[config.mk]
export PLATFORM = sky130hd
export DESIGN_NAME = layer_seq_mux
export DESIGN_NICKNAME = d
export VERILOG_FILES = /design/src/rtl/layer_seq_pkg.sv /design/src/rtl/layer_seq_mux_next_sel.sv /design/src/rtl/layer_seq_mux.sv
export SDC_FILE = /design/constraint.sdc
export NUM_CORES = 1
export LEC_CHECK = 0
export BUFFER_PORTS_ARGS = -buffer_cell sky130_fd_sc_hd__buf_2
export CORE_AREA = 2 2 268 270
export CTS_CLUSTER_DIAMETER = 80
export DETAILED_ROUTE_END_ITERATION = 8
export DIE_AREA = 0 0 270 272
export PLACE_DENSITY = 0.39
export SYNTH_ARGS = -nofsm -noshare
export SYNTH_HDL_FRONTEND = slang
export SYNTH_SLANG_ARGS = --single-unit
[constraint.sdc]
create_clock -name clk -period 6.4 [get_ports clk]
set_clock_uncertainty 0.2 [all_clocks]
set_input_delay 0.64 -clock clk [delete_from_list [all_inputs] [get_ports clk]]
set_output_delay 0.64 -clock clk [all_outputs]
set_load 0.03 [all_outputs]
[src/rtl/layer_seq_pkg.sv]
// Shared definitions for the CNN layer sequencer: FSM encoding and default port widths.
package layer_seq_pkg;

  typedef enum logic [1:0] {
    ST_IDLE   = 2'd0,
    ST_LAUNCH = 2'd1,
    ST_RUN    = 2'd2,
    ST_HOST   = 2'd3
  } state_e;

  localparam int DEF_N_LAYER = 8;
  localparam int DEF_RAM_AW  = 16;
  localparam int DEF_RAM_DW  = 8;
  localparam int DEF_ROMW_AW = 15;
  localparam int DEF_ROMO_AW = 9;
  localparam int DEF_TMO_W   = 24;

endpackage

[src/rtl/layer_seq_mux_next_sel.sv]
// Finds the lowest enabled layer strictly above cur_i, or the lowest enabled layer
// at all when first_i is set (the "cur_layer = -1" case used when a run starts).
module lyr_next_sel
  import layer_seq_pkg::*;
#(
  parameter int N_LAYER = DEF_N_LAYER,
  parameter int LW      = $clog2(N_LAYER)
) (
  input  logic [N_LAYER-1:0] mask_i,
  input  logic [LW-1:0]      cur_i,
  input  logic               first_i,
  output logic [LW-1:0]      nxt_o,
  output logic               vld_o
);

  // Scan downwards so the lowest qualifying index is the last one written.
  always_comb begin
    nxt_o = '0;
    vld_o = 1'b0;
    for (int i = N_LAYER - 1; i >= 0; i--) begin
      if (mask_i[i] && (first_i || (i > int'(cur_i)))) begin
        nxt_o = LW'(i);
        vld_o = 1'b1;
      end else begin
        vld_o = vld_o;
      end
    end
  end

endmodule

[src/rtl/layer_seq_mux.sv]
// Layer sequencer and shared memory-port arbiter: launches masked layer engines in
// index order, routes the active engine onto the shared RAM/ROM ports, guards each layer with a watchdog.
module layer_seq_mux
  import layer_seq_pkg::*;
#(
  parameter int N_LAYER = DEF_N_LAYER,
  parameter int RAM_AW  = DEF_RAM_AW,
  parameter int RAM_DW  = DEF_RAM_DW,
  parameter int ROMW_AW = DEF_ROMW_AW,
  parameter int ROMO_AW = DEF_ROMO_AW,
  parameter int TMO_W   = DEF_TMO_W,
  parameter int LW      = $clog2(N_LAYER)
) (
  input  logic                       clk,
  input  logic                       rst_n,
  input  logic                       start,
  input  logic [N_LAYER-1:0]         layer_en,
  input  logic [TMO_W-1:0]           tmo_limit,
  output logic [N_LAYER-1:0]         lyr_start,
  input  logic [N_LAYER-1:0]         lyr_done,
  input  logic [N_LAYER*RAM_AW-1:0]  lyr_ram_waddr,
  input  logic [N_LAYER*RAM_DW-1:0]  lyr_ram_wdata,
  input  logic [N_LAYER-1:0]         lyr_ram_en,
  input  logic [N_LAYER-1:0]         lyr_ram_we,
  input  logic [N_LAYER*RAM_AW-1:0]  lyr_ram_raddr,
  input  logic [N_LAYER-1:0]         lyr_ram_ren,
  input  logic [N_LAYER*ROMW_AW-1:0] lyr_romw_addr,
  input  logic [N_LAYER-1:0]         lyr_romw_en,
  input  logic [N_LAYER*ROMO_AW-1:0] lyr_romo_addr,
  input  logic [N_LAYER-1:0]         lyr_romo_en,
  input  logic [RAM_AW-1:0]          host_raddr,
  input  logic                       host_ren,
  output logic [RAM_AW-1:0]          ram_waddr,
  output logic [RAM_DW-1:0]          ram_wdata,
  output logic                       ram_en,
  output logic                       ram_we,
  output logic [RAM_AW-1:0]          ram_raddr,
  output logic                       ram_ren,
  output logic [ROMW_AW-1:0]         romw_addr,
  output logic                       romw_en,
  output logic [ROMO_AW-1:0]         romo_addr,
  output logic                       romo_en,
  output logic                       busy,
  output logic                       done,
  output logic                       timeout_err,
  output logic [LW-1:0]              cur_layer
);

  localparam logic [TMO_W-1:0] TMO_ONE = {{(TMO_W-1){1'b0}}, 1'b1};

  state_e             state_q;
  logic [N_LAYER-1:0] mask_q;
  logic [LW-1:0]      cur_q;
  logic [TMO_W-1:0]   wdog_q;
  logic [N_LAYER-1:0] lyr_start_q;
  logic               busy_q;
  logic               done_q;
  logic               tmo_q;

  logic               arm_s;
  logic [LW-1:0]      nxt_s;
  logic               nxt_vld_s;
  int                 sl_s;

  function automatic logic [N_LAYER-1:0] onehot(input logic [LW-1:0] idx);
    logic [N_LAYER-1:0] v;
    v      = '0;
    v[idx] = 1'b1;
    return v;
  endfunction

  // While idle the selector looks at the live layer_en so the first layer is known on the start edge.
  assign arm_s = (state_q == ST_IDLE) || (state_q == ST_HOST);

  lyr_next_sel #(
    .N_LAYER (N_LAYER),
    .LW      (LW)
  ) u_next_sel (
    .mask_i  (arm_s ? layer_en : mask_q),
    .cur_i   (cur_q),
    .first_i (arm_s),
    .nxt_o   (nxt_s),
    .vld_o   (nxt_vld_s)
  );

  // Sequencer FSM, watchdog and registered status/start outputs.
  always_ff @(posedge clk or negedge rst_n) begin
    if (!rst_n) begin
      state_q     <= ST_IDLE;
      mask_q      <= '0;
      cur_q       <= '0;
      wdog_q      <= '0;
      lyr_start_q <= '0;
      busy_q      <= 1'b0;
      done_q      <= 1'b0;
      tmo_q       <= 1'b0;
    end else begin
      lyr_start_q <= '0;
      case (state_q)
        ST_IDLE, ST_HOST: begin
          if (start) begin
            mask_q <= layer_en;
            done_q <= 1'b0;
            tmo_q  <= 1'b0;
            if (nxt_vld_s) begin
              cur_q       <= nxt_s;
              lyr_start_q <= onehot(nxt_s);
              busy_q      <= 1'b1;
              state_q     <= ST_LAUNCH;
            end else begin
              done_q  <= 1'b1;
              state_q <= ST_HOST;
            end
          end else begin
            state_q <= state_q;
          end
        end
        ST_LAUNCH: begin
          wdog_q  <= '0;
          state_q <= ST_RUN;
        end
        ST_RUN: begin
          // Completion takes priority over a watchdog expiry in the same cycle.
          if (lyr_done[cur_q]) begin
            if (nxt_vld_s) begin
              cur_q       <= nxt_s;
              lyr_start_q <= onehot(nxt_s);
              state_q     <= ST_LAUNCH;
            end else begin
              done_q  <= 1'b1;
              busy_q  <= 1'b0;
              state_q <= ST_HOST;
            end
          end else if ((tmo_limit != '0) && (wdog_q == (tmo_limit - TMO_ONE))) begin
            tmo_q   <= 1'b1;
            busy_q  <= 1'b0;
            state_q <= ST_HOST;
          end else begin
            wdog_q <= wdog_q + TMO_ONE;
          end
        end
        default: begin
          busy_q  <= 1'b0;
          state_q <= ST_IDLE;
        end
      endcase
    end
  end

  assign sl_s = int'(cur_q);

  // Shared-port routing: active engine in RUN, host read port when idle, quiet otherwise.
  always_comb begin
    ram_waddr = '0;
    ram_wdata = '0;
    ram_en    = 1'b0;
    ram_we    = 1'b0;
    ram_raddr = '0;
    ram_ren   = 1'b0;
    romw_addr = '0;
    romw_en   = 1'b0;
    romo_addr = '0;
    romo_en   = 1'b0;
    case (state_q)
      ST_RUN: begin
        ram_waddr = lyr_ram_waddr[sl_s*RAM_AW +: RAM_AW];
        ram_wdata = lyr_ram_wdata[sl_s*RAM_DW +: RAM_DW];
        ram_en    = lyr_ram_en[cur_q];
        ram_we    = lyr_ram_we[cur_q];
        ram_raddr = lyr_ram_raddr[sl_s*RAM_AW +: RAM_AW];
        ram_ren   = lyr_ram_ren[cur_q];
        romw_addr = lyr_romw_addr[sl_s*ROMW_AW +: ROMW_AW];
        romw_en   = lyr_romw_en[cur_q];
        romo_addr = lyr_romo_addr[sl_s*ROMO_AW +: ROMO_AW];
        romo_en   = lyr_romo_en[cur_q];
      end
      ST_IDLE, ST_HOST: begin
        ram_raddr = host_raddr;
        ram_ren   = host_ren;
      end
      default: begin
        ram_ren = 1'b0;
      end
    endcase
  end

  assign lyr_start   = lyr_start_q;
  assign busy        = busy_q;
  assign done        = done_q;
  assign timeout_err = tmo_q;
  assign cur_layer   = cur_q;

endmodule

* Word level (Yosys, flattened, before mapping)
Cells that the tools add are included.
** Cells by class
- Eq/ne operators :: 13
- Shift-type cells :: 5
- Multiplexer cells :: 72
- Bitwise logic cells :: 0
- Multipliers :: 2
- Order comparisons :: 10
- Divide/modulo/power cells :: 0
- Add/subtract/negate cells :: 2
- Reductions and logical operators :: 30
** Operator list (count)
- 128-bit by 8-bit variable part select with 16-bit output :: 2
- 120-bit by 8-bit variable part select with 15-bit output :: 1
- 72-bit by 8-bit variable part select with 9-bit output :: 1
- 64-bit by 7-bit variable part select with 8-bit output :: 1
- 24-bit 2-to-1 mux :: 2
- 24-bit case mux with 2 select lines :: 1
- 8-bit 2-to-1 mux :: 5
- 3-bit 2-to-1 mux :: 11
- 16-bit case mux with 2 select lines :: 1
- 1-bit 2-to-1 mux :: 31
- 24-bit by 1-bit adder with 24-bit output (second input constant) :: 1
- 24-bit == test :: 1
- 24-bit nonzero test :: 1
- 24-bit by 1-bit subtractor with 24-bit output (second input constant) :: 1
- 1-bit binary-select mux with 3-bit select :: 6
- 16-bit 2-to-1 mux :: 1
- 8-bit case mux with 2 select lines :: 1
- 15-bit 2-to-1 mux :: 1
- 3-bit by 4-bit multiplier with 7-bit output (second input constant) :: 2
- 2-bit inequality test (second input constant) :: 7
- 3-bit greater-than comparator (first input constant) :: 4
- 1-bit logical AND :: 10
- 9-bit 2-to-1 mux :: 1
- 1-bit logical OR :: 8
- 19 further kinds :: 33
** Word-level totals
- Flip-flop bits (word level) :: 48
- Memories kept :: 0
- Output and inout bits :: 83
- Bits of input ports :: 612
- Memory bits (read-only) :: 0
- Memory bits (writable) :: 0
- Word-level logic and storage cells :: 142
- Latch bits :: 0

* Depth between registers and ports, before layout
- Word-level depth :: 19
- Gate-level depth with buffers :: 12
- Depth with buffers taken out :: 10

* Hierarchy
From an unflattened synthesis, not the netlist that was laid out.
** Second synthesis, totals
- Cells, all modules :: 771
- Area total of the unflattened synthesis :: 8204.1 µm²
** By module, submodules not included
- layer_seq_mux :: times used 1, area each 7953.9 µm², cells an instance 733, sequential area each 1201.2 µm²
- lyr_next_sel :: times used 1, area each 250.2 µm², cells an instance 38, sequential area each 0.0 µm²

* Worst setup path after synthesis
Ideal clock, no wire load.
- Path type :: input -> register
- Start point :: in tmo_limit[0]
- End point :: reg wdog_q[3]
- Setup time :: 131 ps
- Stages :: 11
- Setup slack :: 2751 ps
- Data arrival time :: 3318 ps
- Data required time :: 6069 ps
- Buffers on the path :: 1
- Path through :: inv_1 ha_1 nor3b_2 nand4_1 or4b_2 a22oi_1 nand4_1 nor4_4 buf_6 nor3_1 or3_1
** Between the ends
- Word-level cells in the longest chain between the ends :: 5
- Elaborated cells between the ends (all ways) :: 6
- Those cells by class :: 1 x add/sub; 2 x eq/ne; 3 x reduce/logical
** RTL lines
- start, declared :: line layer_seq_mux.sv:18 : input logic [TMO_W-1:0] tmo_limit,
- 24-bit by 1-bit subtractor with 24-bit output :: line layer_seq_mux.sv:134 : end else if ((tmo_limit != '0) && (wdog_q == (tmo_limit - TMO_ONE))) begin
- 24-bit == test :: line layer_seq_mux.sv:134
- 1-bit logical AND (*) :: line layer_seq_mux.sv:134
- 2-bit inequality test (no source line) (*)
- 3-bit AND reduction (no source line) (*)
- end signal, assigned :: line layer_seq_mux.sv:139 : wdog_q <= wdog_q + TMO_ONE;
- end, declared :: line layer_seq_mux.sv:54 : logic [TMO_W-1:0] wdog_q;
Mark *: on every way between the ends. The rest lies on a longest branch, timed or not.
A chain may end at the register's enable or synchronous reset.

* Final worst setup path
- Start point :: in tmo_limit[0]
- End point :: reg state_q[0]
** Between the ends
- Word-level cells in the longest chain between the ends :: 5
- Elaborated cells between the ends (all ways) :: 6
- Those cells by class :: 1 x add/sub; 2 x eq/ne; 3 x reduce/logical
** RTL lines
- 24-bit by 1-bit subtractor with 24-bit output :: line layer_seq_mux.sv:134
- 24-bit == test :: line layer_seq_mux.sv:134
- 1-bit logical AND (*) :: line layer_seq_mux.sv:134
- 3-bit inequality test (no source line) (*)
- 2-bit AND reduction (no source line) (*)
- end signal, assigned :: line layer_seq_mux.sv:115 : state_q <= state_q;
- end, declared :: line layer_seq_mux.sv:51 : state_e state_q;
Marks and branches as above.

==> summary.md <==
| Metric | Value |
|---|---|
| RSZ-0062 raised after global routing | `no` |
| Iter 0 DRT Violations | `718` |
| Clk pin slew, worst setup/hold paths | `0.07 ns` |
| Status | `completed` |
| Max Root-Sink Buffers | `2` |
| Max incr delay on CP | `0.75 ns` |
| Async S/R FF share, synth | `100%` |
| Die Area | `73400 µm²` |
| # port buffers | `694` |
| Post-CTS Setup Bufs | `0` |
| Worst setup margin | `1.96 ns` |
| Vias in the first global route | `10400` |
| Final GP Congestion | `0.940` |
| Layout net count | `2014` |
| Pint | `2260 µW` |
| Ports | `695` |
| Post-Syn Instances | `756` |
| Clock root cell | `clkbuf_16` |
| Num rows | `98` |
| GRT Total Usage | `16.5%` |
| Clk_lat worst skew | `0.30 ns` |
| Fraction of layout cells with a size suffix above 1 | `63.9%` |
| First-pass GRT wire length | `84100 µm` |
| Max layer used | `met5` |
| HPWL Detailed | `55500 µm` |
| Setup Viol. Count Final | `0` |
| CP cell instances | `buf_2 > inv_1 > ha_1 > nor3b_2 > nand4_1 > or4b_2 > a22oi_1 > nand4_1 > nor4_4 > buf_4 > o22ai_1 > mux2i_1` |
| Slew Viols, Final | `0` |
| Routed WL | `63200 µm` |
| Initial Util | `11.5%` |
| Initial antenna violation count | `51` |
| R2R depth | `5` |
| Pre-CTS setup slack | `1.59 ns` |
| Tightest Pin Transition | `1.06 ns` |
| Peak VDD IR | `0.000223 V` |
| Max cap viols | `0` |
| Startpoint types | `input pin` |
| DR WL/cell | `26.8 µm` |
| Syn avg cell area | `10.8 µm²` |
| Placed Area | `12600 µm²` |
| Post-synthesis net count | `1374` |
| # DRC | `0` |
| Via Count | `9849` |
| Clock network fraction of total power | `7.3%` |
| Reg-to-reg startpoint | `cur_layer[0]` |
| Worst path most repeated cell | `nand4_1` |
| CTS H-tree depth | `2` |
| Final Hold Fails | `0` |
| Post-route insts no fill | `2356` |
| Critical path class | `in -> reg` |
| Die X | `270 µm` |
| FF-to-FF setup slack | `2.41 ns` |
| Sequential Power Share | `12.4%` |
| Final period util | `69.3%` |
| Worst Path Buf+Inv | `3` |
| Post-CTS Hold Buffers | `0` |
| Routed vias/inst | `4.18` |
| Seq/Total Area, Yosys | `14.5%` |
| Register bit total from synthesis | `47` |
| Core Region | `70800 µm²` |
| Pwr Total | `4840 µW` |
| Power per cell area | `377 nW/µm²` |
| P_leak | `0.00579 µW` |
| Synth Warn # | `0` |
| Netlist cell types | `59` |
| Top FF cell, synth | `dfrtp_1` |
| Slowest cell on the critical path | `nor4_4` |
| Arrival @ worst endpoint | `4.37 ns` |
| Global route overflow | `0` |
| CTS tree | `built` |
| Fmax | `0.225 GHz` |
| CP Data Required Time | `6.33 ns` |
| Metal-1 WL | `28200 µm` |
| Top Family by Delay on Critical Path | `simple AND/OR/NAND/NOR gates` |
| Min cycle time layout | `4.44 ns` |
| Die Y | `272 µm` |
| Worst Hold Class | `in -> async` |
| Post-CTS sizing | `0` |
| Switching power | `2580 µW` |
| Area Growth Syn to Fin | `57.9%` |
| Critical Path Sink Type | `register` |
| Setup TNS | `0 ns` |
| CTS Buf Count | `5` |
| CP max FO | `20` |
| Area of the mapped netlist | `8130 µm²` |
| Placed Cells incl. Taps | `2339` |
| Combinational share of power | `80.4%` |
| Slew HR | `28.7%` |
| Number of enable flip-flop cells after synthesis | `0` |
| DR WL met2 | `28700 µm` |
| DRT Pass-1 Iters | `5` |
| Sink Count | `47` |
| Design Area, Final | `12800 µm²` |
| Critical R2R Capture | `wdog_q[15]` |
| Fillers | `8027` |
| Net Sw Frac | `53.4%` |
| Met3 WL post-DR | `5340 µm` |
| Largest net degree at the start of global routing | `80` |
| Final antenna-violating net count | `0` |
-- per-stage QoR --
step                hold slack, ns  util, %
floorplan                    0.144        -
global placement             0.280     17.9
detailed placement           0.285     17.9
CTS                          0.283     18.1
global route                 0.296     18.1
finish                       0.241     18.2
-- cells by family after synthesis --
family	after synthesis	synth area share, %
and+or+nand+nor	255	18.1
xor gates and xnor gates	30	3.23
AOI/OAI and AO/OA	105	8.82
muxes	232	50.5
DFF	47	14.5
adders and majority gates	6	0.923
buffers and inverters	81	4.00
-- Yosys cell counts (16+ instances only) --
cell | instances | area [µm²]
a21oi_1 | 25 | 125
a22oi_1 | 18 | 135
buf_1 | 22 | 82.6
clkbuf_1 | 44 | 165
dfrtp_1 | 47 | 1180
mux2_2 | 26 | 293
mux2i_1 | 66 | 661
mux4_2 | 140 | 3150
nand2_1 | 36 | 135
nand3_1 | 16 | 80.1
nor2_1 | 41 | 154
nor2b_1 | 56 | 350
-- worst max path at each step --
stage                      start         end  slack, ns  cells past startpoint
CTS                 tmo_limit[0]  state_q[0]       1.91                     12
global placement    tmo_limit[0]  state_q[0]       1.68                     12
floorplan           tmo_limit[0]   wdog_q[3]       2.75                     11
global route        tmo_limit[0]  state_q[0]       1.62                     12
detailed placement  tmo_limit[0]  state_q[0]       1.59                     12
finish              tmo_limit[0]  state_q[0]       1.96                     12
-- layout by cell type (no fill, tap or decap), drive strengths merged, types with 3 or more instances in the layout --
| master | n |
|---|---|
| buf | 704 |
| mux4 | 140 |
| mux2i | 66 |
| nor2b | 56 |
| dfrtp | 47 |
| nor2 | 41 |
| nand2 | 36 |
| mux2 | 26 |
| a21oi | 25 |
| a22oi | 18 |
| nand3 | 16 |
| xor2 | 15 |
| xnor2 | 15 |
| and3 | 13 |
| nor3 | 13 |
| nand4 | 12 |
| or4 | 11 |
| inv | 10 |
| nand2b | 10 |
| o21ai | 10 |
| diode | 9 |
| o31ai | 9 |
| or3 | 8 |
| nor3b | 8 |
| o211ai | 7 |
| ha | 6 |
| clkbuf | 6 |
| nor4 | 6 |
| nor4b | 5 |
| and2 | 5 |
| a211oi | 5 |
| a31oi | 4 |
| o21a | 4 |
| o311ai | 4 |
| and4 | 4 |
| nand3b | 4 |
| o22ai | 4 |
| a22o | 3 |
| o41ai | 3 |
-- layout make-up --
class | instances | area (µm²) | share of cell area [%]
clock buffer | 6 | 129 | 1.00
inverter | 10 | 37.5 | 0.292
timing repair buffer | 704 | 3570 | 27.8
antenna | 9 | 22.5 | 0.175
sequential | 47 | 1190 | 9.25
multi-input combinational | 628 | 6640 | 51.7
tap | 950 | 1190 | 9.26
clock inverter | 2 | 60.1 | 0.468
-- power groups by stage --
stage	Combinational (µW)	Sequential [µW]	Clock [µW]
after detailed placement	3990	616	0
final	3890	599	351
after global routing	4220	625	375
after floorplan	2700	441	0
after CTS	3990	610	364
after global placement	3950	612	0
-- routing by layer --
metal  GRT usage (%)  vias to the layer above
met1            22.3                     4857
met2            26.4                      572
li1                -                     4338
met3            4.57                       74
met4            2.54                        8
met5               0                        -
-- sequential cells by signal (all words and copies together) (netlist names) --
name	count
lyr_start	8
busy	1
done	1
state_q	2
cur_layer	3
wdog_q	24
mask_q	7
timeout_err	1
Power figures use the tool's default switching activity.
